### src/rtl/ysyx_25040129_lsu_pkg.sv
// Shared definitions for the memory-access stage:
// load/store type encodings, FSM states and decode helpers.
package ysyx_25040129_lsu_pkg;

    localparam logic [2:0] LSU_RD_NONE = 3'd0;
    localparam logic [2:0] LSU_LB      = 3'd1;
    localparam logic [2:0] LSU_LH      = 3'd2;
    localparam logic [2:0] LSU_LW      = 3'd3;
    localparam logic [2:0] LSU_LBU     = 3'd4;
    localparam logic [2:0] LSU_LHU     = 3'd5;

    localparam logic [1:0] LSU_WR_NONE = 2'd0;
    localparam logic [1:0] LSU_SB      = 2'd1;
    localparam logic [1:0] LSU_SH      = 2'd2;
    localparam logic [1:0] LSU_SW      = 2'd3;

    typedef enum logic [1:0] {
        S_IDLE,
        S_REQ,
        S_WAIT,
        S_DONE
    } lsu_state_t;

    // Codes 6 and 7 decode as "no load".
    function automatic logic is_load(input logic [2:0] t);
        return (t >= LSU_LB) && (t <= LSU_LHU);
    endfunction

    // Natural alignment check for the access size implied by the type.
    function automatic logic misaligned(
        input logic [2:0] rd,
        input logic [1:0] wr,
        input logic [1:0] off
    );
        logic m;
        m = 1'b0;
        if (is_load(rd)) begin
            if (rd == LSU_LH || rd == LSU_LHU) m = off[0];
            else if (rd == LSU_LW)             m = |off;
        end else begin
            if (wr == LSU_SH)      m = off[0];
            else if (wr == LSU_SW) m = |off;
        end
        return m;
    endfunction

endpackage

### src/rtl/ysyx_25040129_lsu_fmt.sv
// Combinational data formatting: store lane shift and strobes,
// load byte/half extraction with sign or zero extension.
module ysyx_25040129_lsu_fmt
    import ysyx_25040129_lsu_pkg::*;
(
    input  logic [1:0]  st_off,
    input  logic [1:0]  st_type,
    input  logic [31:0] st_data,
    output logic [31:0] st_wdata,
    output logic [3:0]  st_wstrb,
    input  logic [1:0]  ld_off,
    input  logic [2:0]  ld_type,
    input  logic [31:0] ld_raw,
    output logic [31:0] ld_data
);

    logic [31:0] ld_shift;

    // Store path: move low bytes into their lanes, strobe those lanes.
    always_comb begin
        st_wdata = st_data << {st_off, 3'b000};
        st_wstrb = 4'b0000;
        case (st_type)
            LSU_SB:  st_wstrb = 4'b0001 << st_off;
            LSU_SH:  st_wstrb = 4'b0011 << st_off;
            LSU_SW:  st_wstrb = 4'b1111;
            default: st_wstrb = 4'b0000;
        endcase
    end

    // Load path: bring the addressed lane down, then extend.
    always_comb begin
        ld_shift = ld_raw >> {ld_off, 3'b000};
        ld_data  = ld_shift;
        case (ld_type)
            LSU_LB:  ld_data = {{24{ld_shift[7]}}, ld_shift[7:0]};
            LSU_LH:  ld_data = {{16{ld_shift[15]}}, ld_shift[15:0]};
            LSU_LBU: ld_data = {24'h0, ld_shift[7:0]};
            LSU_LHU: ld_data = {16'h0, ld_shift[15:0]};
            default: ld_data = ld_shift;
        endcase
    end

endmodule

### src/rtl/ysyx_25040129_lsu.sv
// Memory-access stage: one load/store at a time on a simple
// request/response bus, non-memory ops forwarded to write-back.
module ysyx_25040129_lsu
    import ysyx_25040129_lsu_pkg::*;
#(
    parameter int ADDR_W = 32,
    parameter int DATA_W = 32
) (
    input  logic              clk,
    input  logic              rst,
    input  logic              in_valid,
    output logic              in_ready,
    input  logic [31:0]       in_result,
    input  logic [31:0]       in_wdata,
    input  logic [2:0]        in_lsu_read,
    input  logic [1:0]        in_lsu_write,
    input  logic [31:0]       in_pc,
    input  logic [4:0]        in_rd,
    input  logic              in_reg_write,
    input  logic              in_csr_write,
    input  logic              in_ecall,
    input  logic              in_mret,
    output logic              mem_req_valid,
    input  logic              mem_req_ready,
    output logic [ADDR_W-1:0] mem_addr,
    output logic              mem_wen,
    output logic [DATA_W-1:0] mem_wdata,
    output logic [3:0]        mem_wstrb,
    input  logic              mem_rsp_valid,
    input  logic [DATA_W-1:0] mem_rdata,
    input  logic              mem_rsp_err,
    output logic              out_valid,
    input  logic              out_ready,
    output logic [31:0]       out_data,
    output logic [31:0]       out_pc,
    output logic [4:0]        out_rd,
    output logic              out_reg_write,
    output logic              out_csr_write,
    output logic              out_ecall,
    output logic              out_mret,
    output logic              out_misalign,
    output logic              out_bus_err
);

    lsu_state_t  state;
    logic [2:0]  r_read;
    logic [1:0]  r_off;
    logic        r_is_ld;

    logic        c_ld;
    logic        c_st;
    logic        c_mis;
    logic [1:0]  c_wr;
    logic [31:0] f_wdata;
    logic [3:0]  f_wstrb;
    logic [31:0] f_ldata;

    assign in_ready = (state == S_IDLE);

    // Decode the incoming op; a valid load masks any store type.
    always_comb begin
        c_ld  = is_load(in_lsu_read);
        c_wr  = c_ld ? LSU_WR_NONE : in_lsu_write;
        c_st  = (c_wr != LSU_WR_NONE);
        c_mis = misaligned(in_lsu_read, in_lsu_write, in_result[1:0]);
    end

    ysyx_25040129_lsu_fmt u_fmt (
        .st_off   (in_result[1:0]),
        .st_type  (c_wr),
        .st_data  (in_wdata),
        .st_wdata (f_wdata),
        .st_wstrb (f_wstrb),
        .ld_off   (r_off),
        .ld_type  (r_read),
        .ld_raw   (mem_rdata[31:0]),
        .ld_data  (f_ldata)
    );

    // Stage FSM with all bus and write-back outputs registered.
    always_ff @(posedge clk) begin
        if (!rst) begin
            state         <= S_IDLE;
            r_read        <= '0;
            r_off         <= '0;
            r_is_ld       <= 1'b0;
            mem_req_valid <= 1'b0;
            mem_addr      <= '0;
            mem_wen       <= 1'b0;
            mem_wdata     <= '0;
            mem_wstrb     <= '0;
            out_valid     <= 1'b0;
            out_data      <= '0;
            out_pc        <= '0;
            out_rd        <= '0;
            out_reg_write <= 1'b0;
            out_csr_write <= 1'b0;
            out_ecall     <= 1'b0;
            out_mret      <= 1'b0;
            out_misalign  <= 1'b0;
            out_bus_err   <= 1'b0;
        end else begin
            unique case (state)
                S_IDLE: begin
                    if (in_valid) begin
                        r_read        <= in_lsu_read;
                        r_off         <= in_result[1:0];
                        r_is_ld       <= c_ld;
                        mem_addr      <= in_result[ADDR_W-1:0];
                        mem_wen       <= c_st;
                        mem_wdata     <= c_st ? f_wdata : '0;
                        mem_wstrb     <= f_wstrb;
                        out_data      <= in_result;
                        out_pc        <= in_pc;
                        out_rd        <= in_rd;
                        out_reg_write <= in_reg_write;
                        out_csr_write <= in_csr_write;
                        out_ecall     <= in_ecall;
                        out_mret      <= in_mret;
                        out_misalign  <= c_mis;
                        out_bus_err   <= 1'b0;
                        if ((c_ld || c_st) && !c_mis) begin
                            mem_req_valid <= 1'b1;
                            state         <= S_REQ;
                        end else begin
                            out_valid <= 1'b1;
                            state     <= S_DONE;
                        end
                    end
                end
                S_REQ: begin
                    if (mem_req_ready) begin
                        mem_req_valid <= 1'b0;
                        state         <= S_WAIT;
                    end
                end
                S_WAIT: begin
                    if (mem_rsp_valid) begin
                        if (r_is_ld) out_data <= f_ldata;
                        out_bus_err <= mem_rsp_err;
                        out_valid   <= 1'b1;
                        state       <= S_DONE;
                    end
                end
                S_DONE: begin
                    if (out_ready) begin
                        out_valid <= 1'b0;
                        state     <= S_IDLE;
                    end
                end
                default: state <= S_IDLE;
            endcase
        end
    end

endmodule
### config.mk
export PLATFORM = sky130hd
export DESIGN_NAME = ysyx_25040129_lsu
export DESIGN_NICKNAME = d
export VERILOG_FILES = /design/src/rtl/ysyx_25040129_lsu_pkg.sv /design/src/rtl/ysyx_25040129_lsu_fmt.sv /design/src/rtl/ysyx_25040129_lsu.sv
export SDC_FILE = /design/constraint.sdc
export NUM_CORES = 1
export LEC_CHECK = 0
export BUFFER_PORTS_ARGS = -buffer_cell sky130_fd_sc_hd__buf_2
export CAP_MARGIN = 20
export CORE_MARGIN = 3
export CORE_UTILIZATION = 48
export CTS_CLUSTER_SIZE = 25
export DETAILED_ROUTE_END_ITERATION = 7
export PLACE_DENSITY = 0.79
export SLEW_MARGIN = 20
export SYNTH_ARGS = -nofsm -noshare
export SYNTH_HDL_FRONTEND = slang
export SYNTH_SLANG_ARGS = --single-unit
### constraint.sdc
create_clock -name clk -period 2.1 [get_ports clk]
set_input_delay 0.105 -clock clk [delete_from_list [all_inputs] [get_ports clk]]
set_output_delay 0.105 -clock clk [all_outputs]
set_load 0.05 [all_outputs]
==> run summary <==
status - completed
leakage - 4.58 nW
Async SR Flop Fraction - 0%
sequential share of the synthesized area - 43.3%
Inst Count DP - 1284
PortBufs - 295
Setup CP Type - in -> reg
Fin Hold WS - 0.0116 ns
antenna violations before repair - 0
HP Class - in -> reg
Area growth syn-to-layout - 44.1%
die width - 127 um
total CTS buffers - 17
Startpoint Class - primary input
Avg WL per Cell - 18.3 um
grt total ovfl - 0
Initial Utilization - 49.9%
GPL Wtd Cong - 0.862
Clk Latency, worst-skew pair - 0.42 ns
Site Rows - 43
vias in the first global route - 7485
CP arrival - 2.23 ns
core area - 14100 um2
CTS tree - built
DR iter-0 viols - 560
Post-synth EDFFs - 0
critical path capture point type - flip-flop
Crit path required time - 2.38 ns
Max Clk Rate - 513 MHz
first-pass GRT wire length - 39.0 mm
DR DRC count - 0
Die ar. - 16100 um2
PD cells - 1250 nW/um2
die height - 127 um
layout cells sized above 1 - 32.0%
Synth Cell Area - 7030 um2
non-filler instance count after layout - 1393
Worst-path clk slew - 0.06 ns
antenna-violating nets left - 0
Crit Path Max Fanout - 4
min Tclk post-route - 1.95 ns
vias per std cell - 5.64
Max H-tree Level - 4
nets - 1358
filler instances - 1064
Detail Placement HPWL - 17.0 mm
Syn Nets - 1012
Synthesis Warnings - 0
drt pass-1 iters - 5
flip-flop and latch area - 3040 um2
Yosys cell types - 57
Final Setup Violations - 0
Final Cycle Share - 92.8%
Post-Route WL - 25.4 mm
Hold Vio Cnt, Final - 0
utilization after layout - 71.8%
ys flop type - dfxtp_1
Final WS setup - 0.152 ns
Peak VDD IR - 0.628 mV
area of the multi-input gates - 3660 um2
largest net degree at the start of global routing - 101
max cap viols - 0
clk sink count - 152
clock root buffer - clkbuf_16
max-slew violations - 0
clk_skew - 0.00846 ns
num ports - 296
syn avg cell area - 8.22 um2
cells after synthesis - 855
Place WS - 0.121 ns
Total GRT Usage - 30.1%
vias - 7856
Clock Path Buffers - 2
ant diodes - 0
#FFs+latches synth - 152
worst rel slew slack - 57.0%
Worst-Margin Slew - 0.643 ns
-- cell families (layout without fill, tap and decap cells) --
logic type	after synthesis	in the layout	synth area share (%)
AND/OR/NAND/NOR	300	300	17.9
AO/OA/AOI/OAI	264	264	24.8
flip-flops	152	152	43.3
buffers and inverters	82	440	5.29
multiplexers	48	48	7.19
adder cells (fa/ha/maj)	8	8	1.42
XOR/XNOR	1	1	0.125
-- worst max-delay path, cell delays in order --
cell and delay [ns]:
dlygate4sd3_1 0.53, buf_2 0.14, or3_1 0.40, nand2_2 0.10
nand2_1 0.10, ha_2 0.21, a21oi_1 0.13, a22oi_1 0.14
nor3_1 0.24, o32ai_1 0.13
-- repair_timing --
action,CTS,global route
hold endpoints to repair,81,0
hold buffers,78,0
buffers inserted,0,0
endpoints found under the setup margin,0,26
resized for setup,0,6
-- layout by cell type (no fill, tap or decap), types with 15 or more instances in the layout --
master         count
a21oi_1          116
a221oi_1          22
a22oi_1           18
a2bb2oi_1         15
buf_2            295
buf_4             22
clkbuf_16         17
dfxtp_1          152
dlygate4sd3_1     78
mux2_2            16
mux2i_1           31
nand2_1          188
nor2_1            68
nor2b_1           15
o21ai_0           39
-- layer usage --
metal	wire, um	track usage [%]
met1	9700	35.2
met3	2340	8.53
met5	0	0
met4	1150	15.4
met2	12300	50.4
-- cell type report --
class | count | share of cell area [%]
Inverter | 8 | 0.321
Clock inverter | 11 | 1.69
Multi-Input combinational cell | 621 | 36.2
Tap cell | 180 | 2.22
Clock buffer | 20 | 4.41
Timing Repair Buffer | 401 | 25.1
Sequential cell | 152 | 30.1
-- state kept, by name, summed over array words and instances (netlist names), 2 cells and up --
signal     cells
mem_addr      32
mem_wdata     32
mem_wstrb      4
out_data      32
out_pc        32
out_rd         5
r_read         3
state          2
-- path summary, 6_finish.rpt --
check	depth (start not counted)	slack, ns	start	to
setup / recovery	10	0.15	in_lsu_read[0]	state[1]$_SDFFE_PN0P_
hold / removal	3	0.01	in_wdata[2]	mem_wdata[2]$_SDFFE_PN0P_
setup reg to reg	7	0.18	state[0]$_SDFFE_PN0P_	out_data[18]$_SDFFE_PN0P_
hold reg to reg	2	0.45	out_pc[22]$_SDFFE_PN0P_	out_pc[22]$_SDFFE_PN0P_
-- per-stage QoR --
stage	setup TNS, ns	total power [W]	cell area, um2
finish	0	0.0127	10100
detailed placement	0	0.00923	8690
global route	-0.00579	0.0132	10100
CTS	0	0.0126	10100
floorplan	0	0.00780	7030
global placement	0	0.00917	8690
-- power by group --
group	leakage [nW]	switching (W)	total [W]	internal [W]
clock network	0.296	0.00121	0.00323	0.00202
registers	1.24	0.000379	0.00383	0.00345
logic	3.04	0.00400	0.00562	0.00162
total	4.58	0.00559	0.0127	0.00709
-- cells in the mapped netlist (2+ instances only) --
cell type	n	share of area [%]
nand4b_1	2	0.25
inv_1	7	0.37
nor2b_1	15	1.3
a21oi_1	116	8.3
or3_1	2	0.18
a2bb2oi_1	15	1.9
ha_1	8	1.4
dfxtp_1	152	43
nand2b_1	4	0.36
buf_4	4	0.43
a22oi_1	18	1.9
a32oi_1	8	1.0
buf_1	2	0.11
o211ai_1	5	0.53
a211o_1	8	1.0
a221oi_2	3	0.64
and2_1	2	0.18
a32o_1	8	1.1
o21ai_0	39	2.8
a221oi_1	22	2.7
buf_2	24	1.7
mux2_2	16	2.6
nand3_1	5	0.36
o2bb2ai_1	8	1.0
nor3b_1	2	0.21
mux2i_1	31	4.4
nor2_1	68	3.6
clkbuf_1	41	2.2
buf_6	2	0.32
nand2_1	190	10
o31ai_1	2	0.21
(Power assumes the default switching activity.)
